**src/rtl/dmem_arbiter_if.sv**
```systemverilog
// Shared data-memory bus bundle: CPU port, debug/loader port and memory port.
// Signal suffixes are from the arbiter's point of view.
interface dmem_arbiter_if #(
    parameter int ADDR_W = 5
) ();
    logic              cpu_req_i;
    logic              cpu_we_i;
    logic [31:0]       cpu_addr_i;
    logic [31:0]       cpu_wdata_i;
    logic [31:0]       cpu_rdata_o;
    logic              cpu_stall_o;

    logic              dbg_req_i;
    logic              dbg_we_i;
    logic [31:0]       dbg_addr_i;
    logic [31:0]       dbg_wdata_i;
    logic              dbg_ack_o;
    logic [31:0]       dbg_rdata_o;

    logic              mem_en_o;
    logic              mem_we_o;
    logic [ADDR_W-1:0] mem_addr_o;
    logic [31:0]       mem_wdata_o;
    logic [31:0]       mem_rdata_i;

    modport slave (
        input  cpu_req_i, cpu_we_i, cpu_addr_i, cpu_wdata_i,
        output cpu_rdata_o, cpu_stall_o,
        input  dbg_req_i, dbg_we_i, dbg_addr_i, dbg_wdata_i,
        output dbg_ack_o, dbg_rdata_o,
        output mem_en_o, mem_we_o, mem_addr_o, mem_wdata_o,
        input  mem_rdata_i
    );

    modport master (
        output cpu_req_i, cpu_we_i, cpu_addr_i, cpu_wdata_i,
        input  cpu_rdata_o, cpu_stall_o,
        output dbg_req_i, dbg_we_i, dbg_addr_i, dbg_wdata_i,
        input  dbg_ack_o, dbg_rdata_o,
        input  mem_en_o, mem_we_o, mem_addr_o, mem_wdata_o,
        output mem_rdata_i
    );
endinterface

```
**src/rtl/dmem_arbiter.sv**
```systemverilog
// CPU/debug arbiter for a single-port data memory with a starvation guard.
// Define DMEM_ARB_PERF_EN to enable the stall/grant performance counters.
module dmem_arbiter #(
    parameter int ADDR_W       = 5,
    parameter int STARVE_LIMIT = 3
) (
    input  logic          clk_i,
    input  logic          rst_i,
    dmem_arbiter_if.slave bus,
    output logic [15:0]   cpu_stall_cnt_o,
    output logic [15:0]   dbg_grant_cnt_o
);
    localparam int SW = (STARVE_LIMIT > 0) ? $clog2(STARVE_LIMIT + 1) : 1;
    localparam logic [SW-1:0] LIMIT = SW'(STARVE_LIMIT);

    typedef enum logic [2:0] {
        IDLE, CPU_ACC, CPU_RSP, DBG_ACC, DBG_RSP
    } state_e;

    state_e        state_q, state_d;
    logic [SW-1:0] starve_q, starve_d;
    logic [31:0]   cpu_rdata_q, dbg_rdata_q;
    logic          dbg_sel, acc, we_sel, in_dbg;
    logic          cpu_done, dbg_done, dbg_grant;
    logic [31:0]   addr_sel, wdata_sel;
    logic          unused_addr;

    always_comb begin
        state_d = state_q;
        unique case (state_q)
            IDLE: begin
                if (bus.cpu_req_i && (starve_q < LIMIT)) state_d = CPU_ACC;
                else if (bus.dbg_req_i)                  state_d = DBG_ACC;
                else if (bus.cpu_req_i)                  state_d = CPU_ACC;
            end
            CPU_ACC: state_d = bus.cpu_we_i ? IDLE : CPU_RSP;
            DBG_ACC: state_d = bus.dbg_we_i ? IDLE : DBG_RSP;
            CPU_RSP: state_d = IDLE;
            DBG_RSP: state_d = IDLE;
            default: state_d = IDLE;
        endcase
    end

    assign in_dbg    = (state_q == DBG_ACC) || (state_q == DBG_RSP);
    assign dbg_grant = (state_q == IDLE) && (state_d == DBG_ACC);

    // Waiting debug cycles saturate; a grant or a dropped request resets it.
    always_comb begin
        starve_d = starve_q;
        if (!bus.dbg_req_i || dbg_grant)
            starve_d = '0;
        else if (!in_dbg && (starve_q < LIMIT))
            starve_d = starve_q + SW'(1);
    end

    assign dbg_sel   = (state_q == DBG_ACC);
    assign acc       = rst_i && ((state_q == CPU_ACC) || dbg_sel);
    assign we_sel    = dbg_sel ? bus.dbg_we_i    : bus.cpu_we_i;
    assign addr_sel  = dbg_sel ? bus.dbg_addr_i  : bus.cpu_addr_i;
    assign wdata_sel = dbg_sel ? bus.dbg_wdata_i : bus.cpu_wdata_i;

    assign unused_addr = ^{addr_sel[31:ADDR_W], addr_sel[1:0]};

    assign bus.mem_en_o    = acc;
    assign bus.mem_we_o    = acc && we_sel;
    assign bus.mem_addr_o  = acc ? {addr_sel[ADDR_W-1:2], 2'b00} : '0;
    assign bus.mem_wdata_o = acc ? wdata_sel : '0;

    // Completions are masked while reset is asserted so an abort never acks.
    assign cpu_done = rst_i && ((state_q == CPU_RSP) ||
                                ((state_q == CPU_ACC) && bus.cpu_we_i));
    assign dbg_done = rst_i && ((state_q == DBG_RSP) ||
                                (dbg_sel && bus.dbg_we_i));

    assign bus.cpu_stall_o = bus.cpu_req_i && !cpu_done;
    assign bus.dbg_ack_o   = dbg_done;

    assign bus.cpu_rdata_o = (rst_i && (state_q == CPU_RSP)) ?
                             bus.mem_rdata_i : cpu_rdata_q;
    assign bus.dbg_rdata_o = (rst_i && (state_q == DBG_RSP)) ?
                             bus.mem_rdata_i : dbg_rdata_q;

    always_ff @(posedge clk_i) begin
        if (!rst_i) begin
            state_q     <= IDLE;
            starve_q    <= '0;
            cpu_rdata_q <= '0;
            dbg_rdata_q <= '0;
        end else begin
            state_q  <= state_d;
            starve_q <= starve_d;
            if (state_q == CPU_RSP) cpu_rdata_q <= bus.mem_rdata_i;
            if (state_q == DBG_RSP) dbg_rdata_q <= bus.mem_rdata_i;
        end
    end

`ifdef DMEM_ARB_PERF_EN
    logic [15:0] stall_cnt_q, grant_cnt_q;

    always_ff @(posedge clk_i) begin
        if (!rst_i) begin
            stall_cnt_q <= '0;
            grant_cnt_q <= '0;
        end else begin
            if (bus.cpu_stall_o && (stall_cnt_q != 16'hFFFF))
                stall_cnt_q <= stall_cnt_q + 16'd1;
            if (dbg_grant && (grant_cnt_q != 16'hFFFF))
                grant_cnt_q <= grant_cnt_q + 16'd1;
        end
    end

    assign cpu_stall_cnt_o = stall_cnt_q;
    assign dbg_grant_cnt_o = grant_cnt_q;
`else
    assign cpu_stall_cnt_o = '0;
    assign dbg_grant_cnt_o = '0;
`endif
endmodule

```
**src/flat_wrapper.sv**
```systemverilog
// flat-port wrapper written by rule: the top's interface ports become plain ports
module dmem_arbiter_flat 
#(
    parameter int ADDR_W       = 5,
    parameter int STARVE_LIMIT = 3
)
  (clk_i, rst_i, cpu_stall_cnt_o, dbg_grant_cnt_o, bus_cpu_req_i, bus_cpu_we_i, bus_cpu_addr_i, bus_cpu_wdata_i, bus_cpu_rdata_o, bus_cpu_stall_o, bus_dbg_req_i, bus_dbg_we_i, bus_dbg_addr_i, bus_dbg_wdata_i, bus_dbg_ack_o, bus_dbg_rdata_o, bus_mem_en_o, bus_mem_we_o, bus_mem_addr_o, bus_mem_wdata_o, bus_mem_rdata_i);
  dmem_arbiter_if #(.ADDR_W(ADDR_W)) bus_i ();
  input  logic clk_i;
  input  logic rst_i;
  output logic [15:0] cpu_stall_cnt_o;
  output logic [15:0] dbg_grant_cnt_o;
  input wire logic [$bits(bus_i.cpu_req_i)-1:0] bus_cpu_req_i;
  input wire logic [$bits(bus_i.cpu_we_i)-1:0] bus_cpu_we_i;
  input wire logic [$bits(bus_i.cpu_addr_i)-1:0] bus_cpu_addr_i;
  input wire logic [$bits(bus_i.cpu_wdata_i)-1:0] bus_cpu_wdata_i;
  output wire logic [$bits(bus_i.cpu_rdata_o)-1:0] bus_cpu_rdata_o;
  output wire logic [$bits(bus_i.cpu_stall_o)-1:0] bus_cpu_stall_o;
  input wire logic [$bits(bus_i.dbg_req_i)-1:0] bus_dbg_req_i;
  input wire logic [$bits(bus_i.dbg_we_i)-1:0] bus_dbg_we_i;
  input wire logic [$bits(bus_i.dbg_addr_i)-1:0] bus_dbg_addr_i;
  input wire logic [$bits(bus_i.dbg_wdata_i)-1:0] bus_dbg_wdata_i;
  output wire logic [$bits(bus_i.dbg_ack_o)-1:0] bus_dbg_ack_o;
  output wire logic [$bits(bus_i.dbg_rdata_o)-1:0] bus_dbg_rdata_o;
  output wire logic [$bits(bus_i.mem_en_o)-1:0] bus_mem_en_o;
  output wire logic [$bits(bus_i.mem_we_o)-1:0] bus_mem_we_o;
  output wire logic [$bits(bus_i.mem_addr_o)-1:0] bus_mem_addr_o;
  output wire logic [$bits(bus_i.mem_wdata_o)-1:0] bus_mem_wdata_o;
  input wire logic [$bits(bus_i.mem_rdata_i)-1:0] bus_mem_rdata_i;
  assign bus_i.cpu_req_i = bus_cpu_req_i;
  assign bus_i.cpu_we_i = bus_cpu_we_i;
  assign bus_i.cpu_addr_i = bus_cpu_addr_i;
  assign bus_i.cpu_wdata_i = bus_cpu_wdata_i;
  assign bus_cpu_rdata_o = bus_i.cpu_rdata_o;
  assign bus_cpu_stall_o = bus_i.cpu_stall_o;
  assign bus_i.dbg_req_i = bus_dbg_req_i;
  assign bus_i.dbg_we_i = bus_dbg_we_i;
  assign bus_i.dbg_addr_i = bus_dbg_addr_i;
  assign bus_i.dbg_wdata_i = bus_dbg_wdata_i;
  assign bus_dbg_ack_o = bus_i.dbg_ack_o;
  assign bus_dbg_rdata_o = bus_i.dbg_rdata_o;
  assign bus_mem_en_o = bus_i.mem_en_o;
  assign bus_mem_we_o = bus_i.mem_we_o;
  assign bus_mem_addr_o = bus_i.mem_addr_o;
  assign bus_mem_wdata_o = bus_i.mem_wdata_o;
  assign bus_i.mem_rdata_i = bus_mem_rdata_i;
  dmem_arbiter #(.ADDR_W(ADDR_W), .STARVE_LIMIT(STARVE_LIMIT)) u_core (.clk_i(clk_i), .rst_i(rst_i), .bus(bus_i), .cpu_stall_cnt_o(cpu_stall_cnt_o), .dbg_grant_cnt_o(dbg_grant_cnt_o));
endmodule
```
**config.mk**
```make
export PLATFORM = sky130hd
export DESIGN_NAME = dmem_arbiter_flat
export DESIGN_NICKNAME = d
export VERILOG_FILES = /design/src/rtl/dmem_arbiter_if.sv /design/src/rtl/dmem_arbiter.sv /design/src/flat_wrapper.sv
export SDC_FILE = /design/constraint.sdc
export NUM_CORES = 1
export LEC_CHECK = 0
export CORE_AREA = 4 4 116 118
export DETAILED_ROUTE_END_ITERATION = 6
export DIE_AREA = 0 0 120 122
export PLACE_DENSITY = 0.77
export REMOVE_ABC_BUFFERS = 1
export SLEW_MARGIN = 20
export SYNTH_ARGS = -nofsm -noshare
export SYNTH_HDL_FRONTEND = slang
export SYNTH_SLANG_ARGS = --single-unit
```
**constraint.sdc**
```tcl
create_clock -name clk_i -period 1.9 [get_ports clk_i]
set_clock_uncertainty 0.05 [all_clocks]
set_input_delay 0.19 -clock clk_i [delete_from_list [all_inputs] [get_ports clk_i]]
set_output_delay 0.19 -clock clk_i [all_outputs]
set_load 0.05 [all_outputs]
```
# == Word level (Yosys, flattened, before mapping) ==
# Index checks and enable logic that the tools add are counted.
# classes
n_mux,13
n_reduce_logical,22
n_bitwise,1
addsub,1
eq_ne,5
n_lt_le_gt_ge,1
# ops
operator,n
$mux W32,4
$logic_and A1 B1 Y1,12
$mux W3,4
$mux W5,2
$eq A3 B2 Y1 const B,3
$pmux W3 S3,1
$logic_or A1 B1 Y1,5
$eq A3 B1 Y1 const B,1
$eq A3 B3 Y1 const B,1
$logic_not A1 Y1,3
$logic_not A3 Y1,1
$add A2 B1 Y2 const B,1
$lt A2 B2 Y1 const B,1
$mux W2,1
$reduce_or A2 Y1,1
$mux W1,1
$not A1 Y1,1
# word_totals
register_bits,69
word_cells,47
out_inout_bits,137

# == Longest topological paths before layout ==
# Gate-level depths: netlist of the first run.
# depth
depth_word,8
mapped_depth,6
mapped_depth_nobuf,4

# == Worst setup path before layout of the first run ==
# Ideal clock, no wire load.
# synth_timing
kind,flip-flop to output port
startpoint,register u_core.state_q[2]
endpoint,output bus_mem_addr_o[2]
t_required_ns,1.660
n_path_buf,3
stages_incl_launch_ff,6
t_arrival_ns,2.107
slack_ns,-0.447
path_cell_list,dfxtp_1 > buf_6 > nand3b_1 > clkbuf_1 > buf_1 > nor3_1
# synth_via
elab_chain_cells,4
word_cells_on_any_way,6
# synth_lines
element,line,text
from (decl),dmem_arbiter.sv:20,"state_e state_q, state_d;"
from (signal assigned),dmem_arbiter.sv:90,state_q <= state_d;
$eq A3 B1 Y1 or $eq A3 B2 Y1 (tied branches),"dmem_arbiter.sv:57, dmem_arbiter.sv:56",
$logic_or A1 B1 Y1,dmem_arbiter.sv:57,assign acc = rst_i && ((state_q == CPU_ACC) || dbg_sel);
$logic_and A1 B1 Y1,dmem_arbiter.sv:57,
$mux W5 *,dmem_arbiter.sv:66,"assign bus.mem_addr_o = acc ? {addr_sel[ADDR_W-1:2], 2'b00} : '0;"
to (decl),flat_wrapper.sv:27,output wire logic [$bits(bus_i.mem_addr_o)-1:0] bus_mem_addr_o;
# Mark *: on every way between the ends. The rest lies on a longest branch, timed or not.

# == Worst setup path after layout of the first run ==
# layout_timing
startpoint,register u_core.state_q[2]
endpoint,output bus_cpu_rdata_o[7]
# layout_via
elab_chain_cells,3
# layout_lines
element,line,text
$eq A3 B2 Y1,dmem_arbiter.sv:78,assign bus.cpu_rdata_o = (rst_i && (state_q == CPU_RSP)) ?
$logic_and A1 B1 Y1,dmem_arbiter.sv:78,
$mux W32,dmem_arbiter.sv:78,
to (decl),flat_wrapper.sv:17,output wire logic [$bits(bus_i.cpu_rdata_o)-1:0] bus_cpu_rdata_o;
# Every way passes these cells.

==> run metrics, run 1 <==
# rows 41; Final Hold Fails 0; cell internal pwr 3.47 mW; register bit total from synthesis 69; DR iter-0 viols 180; Num Clock Sinks 69; area of the core 12,500 um^2; Antenna Nets Post-Route 0; Distinct cells, synth 32; count leader, synth dfxtp_1; met1 Use GR 22.9%; status finished, violations left; critical path peak fanout 13; NetSw 1.49 mW; H-tree depth 3; layout cell share with drive strength beyond 1 47.4%; Port Buffers 210; Lkg Pwr 3.48 nW; overall power 4.96 mW; initial antenna violation count 1; Post-synth EDFFs 0; Finished Cell Area 8460 um^2; Most Crowded Layer GR met2; Synth-to-Final Area Change 116%; Initial Utilization 31.4%; vias per cell 5.08; startpoint type of the worst setup path flip-flop; Yosys top cell area share 35.2%; die area 14,600 um^2; Async SR Flop Fraction 0%; DRC 0; fmax 476 MHz; Wirelength per Cell 20.8 um; number of global-route vias before repair 4,427; top post-synthesis cells by area dfxtp_1 35%, mux2_2 18%, a22o_1 14%; fin crit share 111%; Setup Viol. Count Final 99; Yosys top cell by area dfxtp_1; footprint of the multi-input gates 2740 um^2; first drt pass iteration count 4; Mapped Cells 412; CP endpoint kind output port; DP HPWL 10,300 um; Final min period 2100 ps; max incr delay on CP 350 ps; Ys Warns 0; FF-to-FF path depth 6; Net Sw Frac 30.0%; Ant. Diodes 0; clk buf depth 2; worst hold slack 422 ps; Final Max Slew Viols 0; clock power share 38.7%; IO Pins 303; clk_lat worst skew 320 ps; CP Data Required Time 1660 ps; PD cells 586 nW/um^2; sequential power share 30.6%; failing checks setup timing; register area 1390 um^2; met3 usage 5.52%; critical path arrival 1860 ps; die height 122 um; CTS buffer count 9; post-synthesis sequential area ratio 35.2%; VDD IR max 0.432 mV; Routed Wire Length 17,600 um; hold depth 1; Crit Path Category flip-flop to output port; Post-synth top cells 69 x dfxtp_1, 64 x a22o_1, 64 x mux2_2; unrepaired setup endpoints after global routing true; area post-placement 6960 um^2; synthesized area 3920 um^2; Max Cap Viol 0; Worst path slowest cell dfxtp_4; RePlAce Congestion 0.795; setup tns final -14,280 ps; number of fill cells 879; Vias 4,301; nets 838; CTS tree built; Clock Tree Root clkbuf_16; PnR worst setup slack -203 ps; combinational power share 30.8%; crit path cell chain nor3b_4 > and2_4 > buf_12 > mux2_2 > buf_6; largest net degree at the start of global routing 46; Clk pin slew, worst setup/hold paths 60 ps; grt met2 use 37.9%; prevailing post-synth register cell dfxtp_1; first-pass GRT wire length 24,000 um; hold bufs inserted after CTS 0; global router's overall resource usage 20.5%; Mean Syn Cell Area 9.51 um^2; GRT Residual Overflow 0; Hold Crit Class flip-flop to flip-flop; DIE WIDTH 120 um
==> state kept, by name, summed over array words and instances (netlist names) <==
name                cells
u_core.state_q          3
u_core.cpu_rdata_q     32
u_core.starve_q         2
u_core.dbg_rdata_q     32
==> worst paths after layout <==
path,from,endpoint,slack (ps)
worst min-delay path,u_core.dbg_rdata_q[5]$_SDFFE_PN0N_,u_core.dbg_rdata_q[5]$_SDFFE_PN0N_,420
worst max register to register,u_core.state_q[0]$_SDFF_PN0_,u_core.starve_q[0]$_SDFFE_PP0P_,160
worst max-delay path,u_core.state_q[2]$_SDFF_PN0_,bus_cpu_rdata_o[7],-200
worst min register to register,u_core.dbg_rdata_q[5]$_SDFFE_PN0N_,u_core.dbg_rdata_q[5]$_SDFFE_PN0N_,420
==> metal layers <==
metal / wire length, um / vias up
li1: - / 1923
met1: 6630 / 2107
met2: 9230 / 225
met3: 1200 / 44
met4: 517 / 2
met5: 20 / -
==> metrics by stage <==
stage | worst slack, ps | cells | util, %
floorplan | -1450 | 374 | -
global placement | -218 | 804 | 55.8
detailed placement | -221 | 804 | 55.8
CTS | -202 | 836 | 63.9
global route | -269 | 847 | 67.9
finish | -203 | 847 | 67.9
==> worst max-delay path: cells and delay by family (launching register included) <==
| family | cells | cell delay [ps] |
|---|---|---|
| simple gates | 2 | 480 |
| mux | 1 | 350 |
| buf+inv | 2 | 350 |
| flops | 1 | 350 |
==> repair_timing <==
item,CTS,global route
setup buffers,12,12
cloned,5,7
setup endpoints to repair,102,103
hold endpoints to repair,0,0
pin swaps,13,25
resized for setup,115,94
==> area by class of cell <==
type	instances	area share [%]
multi-input combinational	304	32.4
timing repair buffer	286	44.6
clock buffer	9	2.66
tap	172	2.54
sequential	69	16.4
inverter	1	0.0444
clock inverter	6	1.32
==> placed cells by master, fill, tap and decap left out, types with 3 or more instances in the layout <==
cell / instances
a22o_1: 64
buf_12: 79
buf_4: 51
buf_6: 23
buf_8: 17
bufinv_16: 3
clkbuf_16: 18
clkdlybuf4s50_1: 107
conb_1: 34
dfxtp_1: 66
mux2_2: 3
mux2_4: 61
nor2_1: 27
nor2_2: 3
nor2_4: 9
nor2b_1: 37
nor3_2: 33
nor3_4: 3
==> kinds of logic (layout without fill, tap and decap cells) <==
kind of cell	count (synthesis)	after routing	share of synthesized area [%]
flip-flops	69	69	35.2
buffers and inverters	72	302	11.9
multiplexers	64	64	18.4
adder cells (fa/ha/maj)	1	1	0.319
other	1	34	0.0957
AO/OA/AOI/OAI	73	73	15.9
AND/OR/NAND/NOR	132	132	18.2
==> power groups by stage <==
stage          clock network (mW)  logic [mW]  registers [mW]
6_report                     1.92        1.52            1.51
4_1_cts                      1.95        1.42            1.51
3_5_place_dp                    0        1.28            1.54
5_1_grt                      2.02        1.58            1.52
2_1_floorplan                   0       0.660            1.54
3_3_place_gp                    0        1.27            1.54
Note: power is estimated with default switching activity, not from simulation.
==> run 2, diff against run 1 <==
--- a/config.mk
+++ b/config.mk
@@ -5,10 +5,12 @@
 export SDC_FILE = /design/constraint.sdc
 export NUM_CORES = 1
 export LEC_CHECK = 0
-export CORE_AREA = 4 4 116 118
+export CELL_PAD_IN_SITES_DETAIL_PLACEMENT = 0
+export CELL_PAD_IN_SITES_GLOBAL_PLACEMENT = 1
+export CORE_MARGIN = 4
+export CORE_UTILIZATION = 23
 export DETAILED_ROUTE_END_ITERATION = 6
-export DIE_AREA = 0 0 120 122
-export PLACE_DENSITY = 0.77
+export PLACE_DENSITY_LB_ADDON = 0.1
 export REMOVE_ABC_BUFFERS = 1
 export SLEW_MARGIN = 20
 export SYNTH_ARGS = -nofsm -noshare
==> run metrics, run 2 (synthesis results as in run 1) <==
RePlAce Congestion 0.780 (-1.9%); Vias 4,081 (-5.1%); Setup Viol. Count Final 102 (+3.0%); Ant. Diodes 0 (unchanged); IO Pins 303 (unchanged); Initial Utilization 23.5% (-7.9 points); layout cell share with drive strength beyond 1 47.3% (-0.069 points); die area 19,200 um^2 (+31%); VDD IR max 0.542 mV (+26%); startpoint type of the worst setup path flip-flop; H-tree depth 3 (unchanged); Largest regs u_core.cpu_rdata_q x32, u_core.dbg_rdata_q x32, u_core.state_q x3; Crit Path Category flip-flop to output port; Hold Crit Class flip-flop to flip-flop; Final Hold Fails 0 (unchanged); CTS tree built; hold bufs inserted after CTS 0 (unchanged); DRC 0 (unchanged); FF-to-FF path depth 9 (+3); Clk pin slew, worst setup/hold paths 60 ps (about the same); # rows 47 (+15%); Num Clock Sinks 69 (unchanged); Max Cap Viol 0 (unchanged); GRT Residual Overflow 0 (unchanged); Slew @ Worst Pin 881 ps; number of global-route vias before repair 4,238 (-4.3%); Max-slew headroom 41.1%; largest net degree at the start of global routing 33 (-28%); commonest non-fill, non-tap cell in the layout clkdlybuf4s50_1; pre-CTS setup slack -238 ps (-16.4 ps); PnR worst setup slack -232 ps (-29.6 ps); CP Data Required Time 1660 ps (about the same); hold depth 1 (unchanged); Clock Tree Root clkbuf_16; first-pass GRT wire length 25,200 um (+4.9%); vias per cell 4.46 (-12%); area of the core 16,600 um^2 (+34%); Port Buffers 210 (unchanged); unrepaired setup endpoints after global routing true; DP HPWL 11,000 um (+7.3%); Wirelength per Cell 18.8 um (-9.7%); clk_lat worst skew 340 ps (+20 ps); die height 139 um (+14%); Routed Wire Length 17,200 um (-2.5%); first drt pass iteration count 4 (unchanged); DR iter-0 viols 216 (+20%); Lkg Pwr 3.57 nW (+2.4%); status finished, violations left; fmax 469 MHz (-1.4%); DIE WIDTH 139 um (+15%); critical path peak fanout 7 (-6); number of fill cells 1,480 (+68%); overall power 4.92 mW (-0.72%); commonest cells after routing, fill and taps aside 107 x clkdlybuf4s50_1, 66 x dfxtp_1, 64 x a22o_1; area post-placement 6730 um^2 (-3.2%); Synth-to-Final Area Change 116%; initial antenna violation count 0 (-1); PD cells 581 nW/um^2 (-0.87%); CTS buffer count 9 (unchanged); Post-Route Utilization 50.9% (-17 points); fin crit share 112% (+1.6 points); CP endpoint kind output port; clk buf depth 2 (unchanged); Final min period 2130 ps (+29.6 ps); Finished Cell Area 8470 um^2 (+0.15%); worst hold slack 420 ps (-1.69 ps); failing checks setup timing; nets 857 (+2.3%); Final Max Slew Viols 0 (unchanged); critical path arrival 1890 ps (+30 ps); global router's overall resource usage 16.4% (-4.1 points); Antenna Nets Post-Route 0 (unchanged)
[run 2: cell types whose count changed in the layout (fill, tap and decap cells not counted), sizes merged]
cell,change
clkinvlp,-1
bufinv,-1
clkinv,+1
buf,+21
[run 2: per-layer routing]
metal,vias to the layer above,track usage (%),part of all wire [%]
met5,-,0,0
li1,1968,-,-
met1,1956,20.4,43
met4,0,3.22,0.86
met2,146,28.5,50
met3,11,4.52,5.3
[run 2: timing repair]
| item | 4_1_cts | 5_1_grt |
|---|---|---|
| endpoints found under the setup margin | 134 | 103 |
| cloned | 5 | 7 |
| gates resized for setup | 144 | 90 |
| pin swaps | 1 | 23 |
| buffers inserted | 13 | 20 |
[run 2: area by class of cell]
cell class              count  area (um^2)  area share (%)
clock buffers              11          243            2.87
clock inverters             5         82.6           0.975
inverters                   1         3.75          0.0443
multi-input cells         304         2640            31.2
flip-flops and latches     69         1390            16.4
well taps                 220          275            3.25
repair buffers            305         3830            45.2
[run 2: through the flow]
stage	cells	setup TNS, ps
2_1_floorplan	374	-179750
3_3_place_gp	856	-10960
3_5_place_dp	856	-12980
4_1_cts	890	-20650
5_1_grt	915	-26250
6_report	915	-18670
[run 2: critical path, cell delays in order, from the launching register on]
cell,delay (ps)
dfxtp_4,390
nor3b_4,220
and2_4,200
buf_6,120
clkbuf_16,160
mux2_4,320
buf_8,150
[run 2: where the power goes]
part / leakage (nW) / internal, mW / switching [mW]
Clock: 0.160 / 1.19 / 0.658
Sequential: 0.560 / 1.49 / 0.0265
Combinational: 2.85 / 0.751 / 0.810
[run 2: worst paths after layout]
path,start,to,slack (ps)
worst max-delay path,u_core.state_q[1]$_SDFF_PN0_,bus_cpu_rdata_o[9],-230
worst min-delay path,u_core.cpu_rdata_q[2]$_SDFFE_PN0N_,u_core.cpu_rdata_q[2]$_SDFFE_PN0N_,420
worst max register to register,u_core.state_q[2]$_SDFF_PN0_,u_core.dbg_rdata_q[1]$_SDFFE_PN0N_,70
worst min register to register,u_core.cpu_rdata_q[2]$_SDFFE_PN0N_,u_core.cpu_rdata_q[2]$_SDFFE_PN0N_,420
==> run 3, diff against run 2 <==
--- a/config.mk
+++ b/config.mk
@@ -10,6 +10,7 @@
 export CORE_MARGIN = 4
 export CORE_UTILIZATION = 23
 export DETAILED_ROUTE_END_ITERATION = 6
+export GPL_ROUTABILITY_DRIVEN = 0
 export PLACE_DENSITY_LB_ADDON = 0.1
 export REMOVE_ABC_BUFFERS = 1
 export SLEW_MARGIN = 20
==> results of run 3 <==
The final DEF is identical to that of run 2; final timing and power are the same.
